===== config.mk =====
export PLATFORM = sky130hd
export DESIGN_NAME = vector_issue
export DESIGN_NICKNAME = d
export VERILOG_FILES = /design/src/rtl/vector_pkg.sv /design/src/rtl/vector_sync_fifo.sv /design/src/rtl/vector_issue.sv
export SDC_FILE = /design/constraint.sdc
export NUM_CORES = 1
export LEC_CHECK = 0
export BUFFER_PORTS_ARGS = -buffer_cell sky130_fd_sc_hd__buf_4
export CORE_ASPECT_RATIO = 1.5
export CORE_UTILIZATION = 62
export CTS_BUF_LIST = sky130_fd_sc_hd__clkbuf_8 sky130_fd_sc_hd__clkbuf_16
export CTS_CLUSTER_SIZE = 28
export DETAILED_ROUTE_END_ITERATION = 12
export PLACE_DENSITY_LB_ADDON = 0.15
export SYNTH_ARGS = -nofsm -noshare
export SYNTH_HDL_FRONTEND = slang
export SYNTH_SLANG_ARGS = --single-unit

===== constraint.sdc =====
create_clock -name clk -period 13.9 [get_ports clk]
set_clock_uncertainty 0.1 [all_clocks]
set_input_delay 2.78 -clock clk [delete_from_list [all_inputs] [get_ports clk]]
set_output_delay 2.78 -clock clk [all_outputs]
set_load 0.01 [all_outputs]

===== src/rtl/vector_pkg.sv =====
// Shared widths, mode codes and entry layouts for the vector front-end sequencer.
package vector_pkg;

   localparam int SIZE  = 32;
   localparam int MOD_W = 2;

   localparam logic [MOD_W-1:0] MOD_0 = 2'd0;
   localparam logic [MOD_W-1:0] MOD_1 = 2'd1;
   localparam logic [MOD_W-1:0] MOD_2 = 2'd2;
   localparam logic [MOD_W-1:0] MOD_3 = 2'd3;

   typedef struct packed {
      logic [SIZE-1:0]  a;
      logic [SIZE-1:0]  b;
      logic [MOD_W-1:0] mod;
   } op_entry_t;

   typedef struct packed {
      logic [SIZE-1:0]  data;
      logic [MOD_W-1:0] mod;
   } res_entry_t;

endpackage


===== src/rtl/vector_sync_fifo.sv =====
// Synchronous FIFO with wrap-bit pointers; any DEPTH >= 1, reads zero while empty.
module vector_sync_fifo #(
   parameter int WIDTH = 8,
   parameter int DEPTH = 4
) (
   input  logic                       clk,
   input  logic                       rst_n,
   input  logic                       push,
   input  logic [WIDTH-1:0]           wr_data,
   input  logic                       pop,
   output logic [WIDTH-1:0]           rd_data,
   output logic                       full,
   output logic                       empty,
   output logic [$clog2(DEPTH+1)-1:0] count
);

   localparam int AW = (DEPTH > 1) ? $clog2(DEPTH) : 1;
   localparam int CW = $clog2(DEPTH + 1);

   logic [WIDTH-1:0] mem [DEPTH];
   logic [AW-1:0]    wr_idx, rd_idx;
   logic             wr_wrap, rd_wrap;
   logic             do_push, do_pop;

   assign do_push = push && !full;
   assign do_pop  = pop && !empty;
   assign empty   = (wr_idx == rd_idx) && (wr_wrap == rd_wrap);
   assign full    = (wr_idx == rd_idx) && (wr_wrap != rd_wrap);
   assign rd_data = empty ? '0 : mem[rd_idx];

   // NOTE: every path assigns count, so no latch is inferred.
   always_comb begin
      if (wr_wrap == rd_wrap)
         count = CW'(int'(wr_idx) - int'(rd_idx));
      else
         count = CW'(DEPTH + int'(wr_idx) - int'(rd_idx));
   end

   function automatic logic last_slot(input logic [AW-1:0] idx);
      return idx == AW'(DEPTH - 1);
   endfunction

   // NOTE: state uses non-blocking assignments so all registers update together at the edge.
   always_ff @(posedge clk or negedge rst_n) begin
      if (!rst_n) begin
         wr_idx  <= '0;
         rd_idx  <= '0;
         wr_wrap <= 1'b0;
         rd_wrap <= 1'b0;
      end else begin
         if (do_push) begin
            wr_idx  <= last_slot(wr_idx) ? '0 : wr_idx + AW'(1);
            wr_wrap <= wr_wrap ^ last_slot(wr_idx);
         end
         if (do_pop) begin
            rd_idx  <= last_slot(rd_idx) ? '0 : rd_idx + AW'(1);
            rd_wrap <= rd_wrap ^ last_slot(rd_idx);
         end
      end
   end

   // NOTE: storage is not reset; the pointers alone define which entries are live.
   always_ff @(posedge clk) begin
      if (do_push)
         mem[wr_idx] <= wr_data;
   end

endmodule


===== src/rtl/vector_issue.sv =====
// Credit-based issue sequencer in front of a fixed-latency vector unit.
module vector_issue
   import vector_pkg::*;
#(
   parameter int SIZE      = vector_pkg::SIZE,
   parameter int VEC_LAT   = 2,
   parameter int OP_DEPTH  = 4,
   parameter int RES_DEPTH = 4
) (
   input  logic             clk,
   input  logic             rst_n,
   input  logic             in_valid,
   output logic             in_ready,
   input  logic [SIZE-1:0]  in_a,
   input  logic [SIZE-1:0]  in_b,
   input  logic [1:0]       in_mod,
   output logic [SIZE-1:0]  vec_a,
   output logic [SIZE-1:0]  vec_b,
   output logic [1:0]       vec_mod,
   input  logic [SIZE-1:0]  vec_out,
   output logic             res_valid,
   input  logic             res_ready,
   output logic [SIZE-1:0]  res_data,
   output logic [1:0]       res_mod,
   output logic             busy
);

   localparam int OP_W  = 2 * SIZE + MOD_W;
   localparam int RES_W = SIZE + MOD_W;
   localparam int OCW   = $clog2(OP_DEPTH + 1);
   localparam int CW    = $clog2(RES_DEPTH + 1);

   logic [OP_W-1:0]  op_rd;
   logic             op_full, op_empty;
   logic [OCW-1:0]   op_count;
   logic [RES_W-1:0] res_rd;
   logic             res_full, res_empty;
   logic [CW-1:0]    res_count;
   logic             issue, pop, capture;
   logic [CW-1:0]    credit;
   logic [VEC_LAT-1:0] tag_v;
   logic [MOD_W-1:0]   tag_mod [VEC_LAT];

   assign in_ready  = !op_full;
   assign issue     = !op_empty && (credit != '0);
   assign res_valid = !res_empty;
   assign pop       = res_valid && res_ready;
   assign capture   = tag_v[VEC_LAT-1];
   assign {res_data, res_mod} = res_rd;
   assign busy      = !op_empty || (tag_v != '0) || !res_empty;

   vector_sync_fifo #(.WIDTH(OP_W), .DEPTH(OP_DEPTH)) u_op_fifo (
      .clk     (clk),
      .rst_n   (rst_n),
      .push    (in_valid && in_ready),
      .wr_data ({in_a, in_b, in_mod}),
      .pop     (issue),
      .rd_data (op_rd),
      .full    (op_full),
      .empty   (op_empty),
      .count   (op_count)
   );

   vector_sync_fifo #(.WIDTH(RES_W), .DEPTH(RES_DEPTH)) u_res_fifo (
      .clk     (clk),
      .rst_n   (rst_n),
      .push    (capture),
      .wr_data ({vec_out, tag_mod[VEC_LAT-1]}),
      .pop     (pop),
      .rd_data (res_rd),
      .full    (res_full),
      .empty   (res_empty),
      .count   (res_count)
   );

   always_ff @(posedge clk or negedge rst_n) begin
      if (!rst_n) begin
         vec_a   <= '0;
         vec_b   <= '0;
         vec_mod <= '0;
      end else if (issue) begin
         {vec_a, vec_b, vec_mod} <= op_rd;
      end
   end

   // Tag pipe mirrors the vector unit latency; its tail marks the edge vec_out is valid.
   always_ff @(posedge clk or negedge rst_n) begin
      if (!rst_n) begin
         tag_v <= '0;
         for (int i = 0; i < VEC_LAT; i++) tag_mod[i] <= '0;
      end else begin
         tag_v[0]   <= issue;
         tag_mod[0] <= op_rd[MOD_W-1:0];
         for (int i = 1; i < VEC_LAT; i++) begin
            tag_v[i]   <= tag_v[i-1];
            tag_mod[i] <= tag_mod[i-1];
         end
      end
   end

   always_ff @(posedge clk or negedge rst_n) begin
      if (!rst_n) begin
         credit <= CW'(RES_DEPTH);
      end else begin
         case ({issue, pop})
            2'b10:   credit <= credit - CW'(1);
            2'b01:   credit <= credit + CW'(1);
            default: credit <= credit;
         endcase
      end
   end

   // Every result slot is either a credit, in flight, or occupied.
   a_credit_range: assert property (@(posedge clk) disable iff (!rst_n)
      int'(credit) <= RES_DEPTH);
   a_slot_balance: assert property (@(posedge clk) disable iff (!rst_n)
      int'(credit) + int'(res_count) + $countones(tag_v) == RES_DEPTH);
   a_no_overflow: assert property (@(posedge clk) disable iff (!rst_n)
      !(capture && res_full));
   a_op_count: assert property (@(posedge clk) disable iff (!rst_n)
      int'(op_count) <= OP_DEPTH);

endmodule


=== After elaboration in Yosys (flattened, before gate mapping) ===
Memories as Yosys holds them, arrays and structs flattened.
Cells that the tools add are included.

* Bits in latches: 0
* ROM bits: 0
* Register bits after elaboration: 87
* Memories kept: 2
* Memory bits (writable): 400

{| class="wikitable"
|+ Memories
! name !! depth !! bits a word !! read ports !! clocked after memory_dff !! wr ports !! line !! text
|-
| u_op_fifo.mem || 4 || 66 || 1 || 0 || 1 || vector_sync_fifo.sv:20 || <nowiki>logic [WIDTH-1:0] mem [DEPTH];</nowiki>
|-
| u_res_fifo.mem || 4 || 34 || 1 || 0 || 1 || vector_sync_fifo.sv:20 ||
|}

* Mux-type cells: 11
* Multipliers: 0
* Reduce and logical (&&, ||, !) cells: 20
* Bitwise gates (word level): 4
* Shift operators: 0
* Add/subtract/negate cells: 6
* Magnitude comparators: 0
* Divide/modulo/power cells: 0
* Equal/unequal tests: 12

{| class="wikitable"
|+ Operator list
! kind !! number
|-
| 2-to-1 mux 66 bit || 1
|-
| 2-to-1 mux 34 bit || 1
|-
| logical AND 1 bit || 11
|-
| equality test 2 bit, second input constant || 5
|-
| adder 2 x 1 -> 2 bit, second input constant || 4
|-
| 2-to-1 mux 2 bit || 4
|-
| case mux 3 bit (2 select lines) || 1
|-
| equality test 2 bit || 2
|-
| zero test 1 bit || 4
|-
| 2-to-1 mux 1 bit || 4
|-
| nonzero test 2 bit || 2
|-
| bitwise XOR 1 bit || 4
|-
| adder 3 x 1 -> 3 bit, second input constant || 1
|-
| nonzero test 3 bit || 1
|-
| subtractor 3 x 1 -> 3 bit, second input constant || 1
|-
| equality test 1 bit || 2
|-
| equality test 2 x 1 -> 1 bit, second input constant || 1
|-
| logical OR 1 bit || 2
|-
| != test 1 bit || 2
|}

=== Logic depth before layout (Yosys ltp) ===
Gate-level depths: netlist of the first run.

* Depth after elaboration: 7
* Gate-level depth with buffers: 11
* Depth with buffers taken out: 9

=== Modules after synthesis ===
From an unflattened synthesis of the first run, not the netlist that was laid out.

* Cells, all modules: 892
* Area, all modules: 19,241.0 um^2

{| class="wikitable"
|+ By module, submodules not included
! module !! area an instance (um^2) !! instances !! cells an instance
|-
| vector_sync_fifo (u_op_fifo) || 10,558.9 || 1 || 466
|-
| vector_sync_fifo (u_res_fifo) || 5,880.6 || 1 || 261
|-
| vector_issue || 2,801.4 || 1 || 165
|}

=== Least setup slack after synthesis of the first run ===
Ideal clock, no wire load.

* Path type: input to register
* Start: in in_valid
* End: mem u_op_fifo.mem[3][0] (netlist bit), enable pin
* Arrival: 6,223 ps
* Stages on the path: 2
* Required time: 13,267 ps
* Slack: 7,044 ps
* Path buffers: 0
* Path through: nand2_1 a31oi_1

* Word-level cells in the longest chain between the ends: 4

{| class="wikitable"
|+ RTL lines
! item !! line !! text
|-
| start, declared || vector_issue.sv:12 || <nowiki>input logic in_valid,</nowiki>
|-
| logical AND 1 bit || vector_issue.sv:55 || <nowiki>.push (in_valid && in_ready),</nowiki>
|-
| logical AND 1 bit || vector_sync_fifo.sv:25 || <nowiki>assign do_push = push && !full;</nowiki>
|-
| 2-to-1 mux 1 bit || vector_sync_fifo.sv:64 || <nowiki>if (do_push)</nowiki>
|-
| 2-to-1 mux 1 bit (implied by the code) || vector_sync_fifo.sv:65 || <nowiki>mem[wr_idx] <= wr_data;</nowiki>
|-
| end, declared || vector_sync_fifo.sv:20 ||
|}

No other way between the ends.

=== Final worst setup path of the first run ===
* Start: reg u_res_fifo.wr_idx[1]
* End: out busy

* Word-level cells in the longest chain between the ends: 4

{| class="wikitable"
|+ RTL lines
! item !! line !! text
|-
| start, declared || vector_sync_fifo.sv:21 || <nowiki>logic [AW-1:0] wr_idx, rd_idx;</nowiki>
|-
| start signal, assigned || vector_sync_fifo.sv:52 || <nowiki>wr_idx <= last_slot(wr_idx) ? '0 : wr_idx + AW'(1);</nowiki>
|-
| equality test 2 bit || vector_sync_fifo.sv:27 || <nowiki>assign empty = (wr_idx == rd_idx) && (wr_wrap == rd_wrap);</nowiki>
|-
| logical AND 1 bit || vector_sync_fifo.sv:27 ||
|-
| zero test 1 bit || vector_issue.sv:50 || <nowiki>assign busy = !op_empty || (tag_v != '0) || !res_empty;</nowiki>
|-
| logical OR 1 bit || vector_issue.sv:50 ||
|-
| end, declared || vector_issue.sv:25 || <nowiki>output logic busy</nowiki>
|}

No other way between the ends.

==> results of run 1 <==
## worst min-delay path by stage
stage | from | to | cells past startpoint
final | tag_mod[2] | tag_mod[0] | 0
after global routing | tag_mod[3] | tag_mod[1] | 0
after CTS | tag_mod[3] | tag_mod[1] | 0
after detailed placement | tag_mod[3] | tag_mod[1] | 0
after global placement | tag_mod[2] | tag_mod[0] | 0
after floorplan | tag_mod[2] | tag_mod[0] | 0
## power by group
group          total (mW)  leakage, nW  switching [mW]  internal, mW
sequential           2.30         4.69           0.184          2.11
combinational        1.85         2.31           0.893         0.953
clock                1.11        0.692           0.492         0.620
total                5.26         7.69            1.57          3.69
## cell usage after synthesis, types with 2 or more instances
cell and number:
mux2_2 59, a31oi_1 2, and2_1 42, mux2_1 16, o311ai_0 2, nor2_1 5, edfxtp_1 400, nand3_1 2
inv_1 10, mux4_2 100, xnor2_2 2, buf_6 3, xnor2_1 5, clkbuf_1 12, dfrtp_1 86, buf_2 19
ha_1 11, xor2_1 7
## state kept, by name, indices dropped and copies added, names as in the netlist
register and flops:
u_res_fifo.wr_idx 2, tag_v 2, u_res_fifo.wr_wrap 1, u_op_fifo.rd_wrap 1
u_op_fifo.mem 264, vec_b 32, u_op_fifo.wr_wrap 1, vec_a 32
u_op_fifo.wr_idx 2, vec_mod 2, u_res_fifo.rd_idx 2, tag_mod 4
u_res_fifo.mem 136, credit 3, u_res_fifo.rd_wrap 1, u_op_fifo.rd_idx 2
## logic make-up (layout without fill, tap and decap cells)
| kind of cell | Yosys count | in the layout | synth area share, % |
|---|---|---|---|
| AND/OR/NAND/NOR | 53 | 53 | 1.746 |
| flip-flops | 487 | 487 | 77.96 |
| XOR/XNOR | 15 | 15 | 0.8455 |
| buffers and inverters | 45 | 299 | 1.203 |
| multiplexers | 175 | 175 | 17.01 |
| adder cells (fa/ha/maj) | 12 | 12 | 0.8661 |
| AO/OA/AOI/OAI | 8 | 8 | 0.3712 |
## through the flow
stage          area, um^2  cells  hold slack, ps  total power [mW]
6_report            21460   1439           259.1             5.256
5_1_grt             21460   1439           271.8             5.533
4_1_cts             21460   1439           249.7             5.334
3_5_place_dp        20140   1362           235.8             4.219
3_3_place_gp        20140   1362           233.4             4.160
2_1_floorplan       18200    795           231.2             3.519
## metal layers
layer | vias up | track usage (%) | share of wire, %
met5 | - | 0 | 0
met4 | 0 | 7.119 | 2.3
met3 | 51 | 4.727 | 5.4
met2 | 221 | 39.63 | 54
met1 | 4381 | 27.17 | 38
li1 | 3645 | - | -
## layout make-up
cell class                 instances  area share (%)
sequential                       487           66.17
multi-input combinational        263           17.84
timing repair buffer             212           7.417
clock buffer                      47           5.271
tap                              390           2.274
clock inverter                    30          0.8571
inverter                          10          0.1749
==> flow_summary.yaml, run 1 <==
outcome:
  status: "complete, no violations"
clock_network:
  root_buffer: "clkbuf_16"
  clk_pin_slew_ps: 60
  tritoncts: "yes"
  cts_setup_buffers: 0
  cts_buffer_depth: 3
  numCtsBuffers: 42
  post_cts_resized: 0
  cts.sinks: 487
  ctsHoldBuffers: 0
  htreeDepth: 2
  clk-insertion-delay-late_ps: 540
placed_design:
  preCtsSetupSlack_ps: 8720
  dp_hpwl_mm: 18.10
  place_congestion: 0.6829
  portBuffers: 204
cells_and_area:
  syn2layout_area_growth_pct: 17.89
  num_antenna_cells: 0
  fin_nets: 1130
  multi_input_area_mm2: 0.003829
  drive_gt1_share_pct: 42.33
  layout_commonest_cell: "edfxtp_1"
  final_core_util_pct: 74.48
  final_cell_mix: "edfxtp_1, buf_4, mux4_2, dfrtp_1, mux2_2"
  register_area_mm2: 0.01420
  nFillCells: 1668
yosys:
  synth.cell_area_mm2: 0.01820
  yosysSeqAreaShare_pct: 77.96
  synth_top_area_share_pct: 65.99
  synth_area_leaders: "edfxtp_1, mux4_2, dfrtp_1"
  yosysTopAreaCell: "edfxtp_1"
  ys.flop_type: "edfxtp_1"
  synth-async-reset-ratio_pct: 17.86
  ys_seq_elements: 487
  syn_inst: 795
  avgSynthCellArea_um2: 22.90
  synth_edf_count: 400
  synthesis.nets: 909
  synth_cell_types: 30
  yosys_warnings: 0
detailed_routing:
  route.detailed.drc: 0
  drt_iter0_markers: 374
  drt_first_pass_iters: 4
  num_vias: 8298
  wl_per_cell_um: 22.01
  wirelength_mm: 31.68
  ant_nets: 0
  avgViaCountPerCell: 5.767
grt:
  grtUsageTotal_pct: 22.25
  overflow: 0
  antenna_found_initial: 0
  grt_max_degree: 70
  grt_pass1_vias: 8926
  grt_pass1_wl_mm: 49.31
die:
  dieHeight_um: 211.9
  std_cell_rows: 76
  core_area_mm2: 0.02881
  ios: 205
  dieWidth_um: 141.9
  die-area_mm2: 0.03006
  start_util_pct: 63.18
setup_path:
  critPathLaunch: "u_res_fifo.wr_idx[1]"
  path_cells: "xor2_2 > or3_1 > or4_4 > buf_4"
  r2r_cells: 3
  rr_endpoint: "u_op_fifo.mem[0][4]"
  worst-path-stages: 4
  critPathSlowestCell: "or3_1"
  cp_data_required_time_ps: 11020
  cp_top_family: "simple AND/OR/NAND/NOR gates"
  cp.buffers_inverters: 1
  crit_type: "register to output pin"
  cp.arrival_ps: 2770
  r2r_setup_slack_ps: 10810
  crit_path_end_kind: "output pin"
  slowest_delay_ps: 780
  worstPathMaxFanout: 36
  crit_path_end: "busy"
  cp-start-kind: "register"
  r2r-start: "u_op_fifo.rd_idx[0]"
power:
  leakagePower_nw: 7.688
  max-vdd-ir-drop_uv: 170.7
  powerDensity_mw_per_mm2: 244.9
timing:
  setup_slack_ps: 8251
  period_minus_slack_ps: 5649
  slew_headroom_pct: 29.37
  clock.fmax_ghz: 0.1770
  grt_setup_unrepaired: "false"
  worstMarginPinSlew_ps: 1059
  drv_slew: 0
  setup_viol: 0
  hold_viol_final: 0
  fin_crit_sh_pct: 40.64
  tns_ps: 0
min_path:
  holdCritPathClass: "register to register"
run:
  cap_violations: 0
(Power assumes the default switching activity.)
==> run 2, diff against run 1 <==
CORE_UTILIZATION = 58   (was 62)
clock period = 5.9 ns   (was 13.9 ns; I/O delays follow)
==> run 2 against run 1 <==
Clock power is 140% higher; first-iteration DRC count up 12%; via count is 0.71% lower; count of clock-buffer cells in the layout grew 7; critical path type unchanged; power rose by 140%; cell area up 0.36%; sequential share of layout area decreased by 0.23 points.
==> flow_summary.yaml, run 2 (synthesis gave the netlist of run 1 again) <==
grt:
  grt_pass1_wl_mm: 49.60
  overflow: 0
  grt_max_degree: 70
  antenna_found_initial: 0
  grt_pass1_vias: 8802
  grtUsageTotal_pct: 20.73
timing:
  setup_slack_ps: 1810
  tns_ps: 0
  slew_headroom_pct: 28.62
  setup_viol: 0
  clock.fmax_ghz: 0.2445
  grt_setup_unrepaired: "false"
  drv_slew: 0
  worstMarginPinSlew_ps: 1071
  fin_crit_sh_pct: 69.32
  hold_viol_final: 0
  period_minus_slack_ps: 4090
setup_path:
  cp_data_required_time_ps: 4620
  critPathSlowestCell: "or3_1"
  cp.arrival_ps: 2810
  path_cells: "xor2_1 > or3_1 > or4_4 > buf_4"
  slowest_delay_ps: 820
  crit_path_end_kind: "output pin"
  cp-start-kind: "register"
  worstPathMaxFanout: 36
  crit_type: "register to output pin"
power:
  powerDensity_mw_per_mm2: 576.5
  leakagePower_nw: 7.731
  max-vdd-ir-drop_uv: 378.8
  power_mw: 12.42
detailed_routing:
  drt_iter0_markers: 418
  num_vias: 8239
  wl_per_cell_um: 21.69
  avgViaCountPerCell: 5.651
  wirelength_mm: 31.63
  drt_first_pass_iters: 4
  ant_nets: 0
  route.detailed.drc: 0
cells_and_area:
  top_regs: "u_op_fifo.mem: 264 flops, u_res_fifo.mem: 136 flops"
  regMostFlops: "u_op_fifo.mem"
  nFillCells: 1946
  num_antenna_cells: 0
  layout_commonest_cell: "edfxtp_1"
  fin_nets: 1133
  largest_reg_flops: 264
  drive_gt1_share_pct: 42.92
  syn2layout_area_growth_pct: 18.32
  final_cell_mix: "edfxtp_1, buf_4, mux4_2, dfrtp_1, mux2_2"
clock_network:
  ctsHoldBuffers: 0
  clk_pin_slew_ps: 60
  clk-insertion-delay-late_ps: 540
  numCtsBuffers: 44
  cts_buffer_depth: 3
  root_buffer: "clkbuf_16"
  post_cts_resized: 0
  cts.sinks: 487
  htreeDepth: 2
  cts_setup_buffers: 0
  tritoncts: "yes"
placed_design:
  dp_hpwl_mm: 18.16
  portBuffers: 204
  place_congestion: 0.7169
  preCtsSetupSlack_ps: 2325
die:
  std_cell_rows: 79
  dieHeight_um: 219.0
  dieWidth_um: 146.6
  ios: 205
  start_util_pct: 58.83
  core_area_mm2: 0.03094
  die-area_mm2: 0.03211
min_path:
  holdCritPathClass: "register to register"
run:
  cap_violations: 0
outcome:
  status: "complete, no violations"
## run 2: metal layers
metal,GRT usage (%),wire (um),vias up
met5,0,0,-
met4,6.111,649,0
met3,5.447,2105,44
met2,36.62,16810,215
met1,25.05,12060,4319
li1,-,-,3661
## run 2: stage by stage
step	hold slack [ps]	util [%]	cells	area (um^2)
after floorplan	231.2	-	795	18200
after global placement	232.1	65.20	1378	20170
after detailed placement	235.8	65.20	1378	20170
after CTS	259.1	69.61	1458	21540
after global routing	265.2	69.61	1458	21540
final	250.1	69.61	1458	21540
## run 2: final timing paths
check	slack, ps	end	cells past startpoint	from
min in group asynchronous	590	vec_b[18]	1	rst_n
worst max-delay path	1810	busy	4	u_res_fifo.rd_wrap
max in group asynchronous	4050	vec_b[4]	2	rst_n
worst max register to register	2800	u_op_fifo.mem[2][38]	3	u_op_fifo.rd_idx[0]
worst min-delay path	250	tag_mod[1]	0	tag_mod[3]
worst min register to register	250	tag_mod[1]	0	tag_mod[3]
## run 2: critical path: cells and delay by family, from the launching register on
kind / cells / cell delay (ps)
simple gates: 2 / 1480
flops: 1 / 420
xor+xnor: 1 / 200
buf+inv: 1 / 160
## run 2: area by class of cell
type                       instances  area, um^2  area share [%]
inverter                          10       37.54          0.1743
sequential                       487       14200           65.93
timing repair buffer             213        1599           7.425
clock inverter                    26       115.1          0.5345
tap                              405       506.7           2.353
multi-input combinational        263        3829           17.78
clock buffer                      54        1250           5.804
## run 2: where the power goes
group / leakage [nW] / internal [mW] / total [mW] / switching, mW
sequential: 4.69 / 4.98 / 5.41 / 0.428
combinational: 2.31 / 2.25 / 4.35 / 2.10
clock: 0.731 / 1.50 / 2.66 / 1.16
total: 7.73 / 8.73 / 12.4 / 3.69
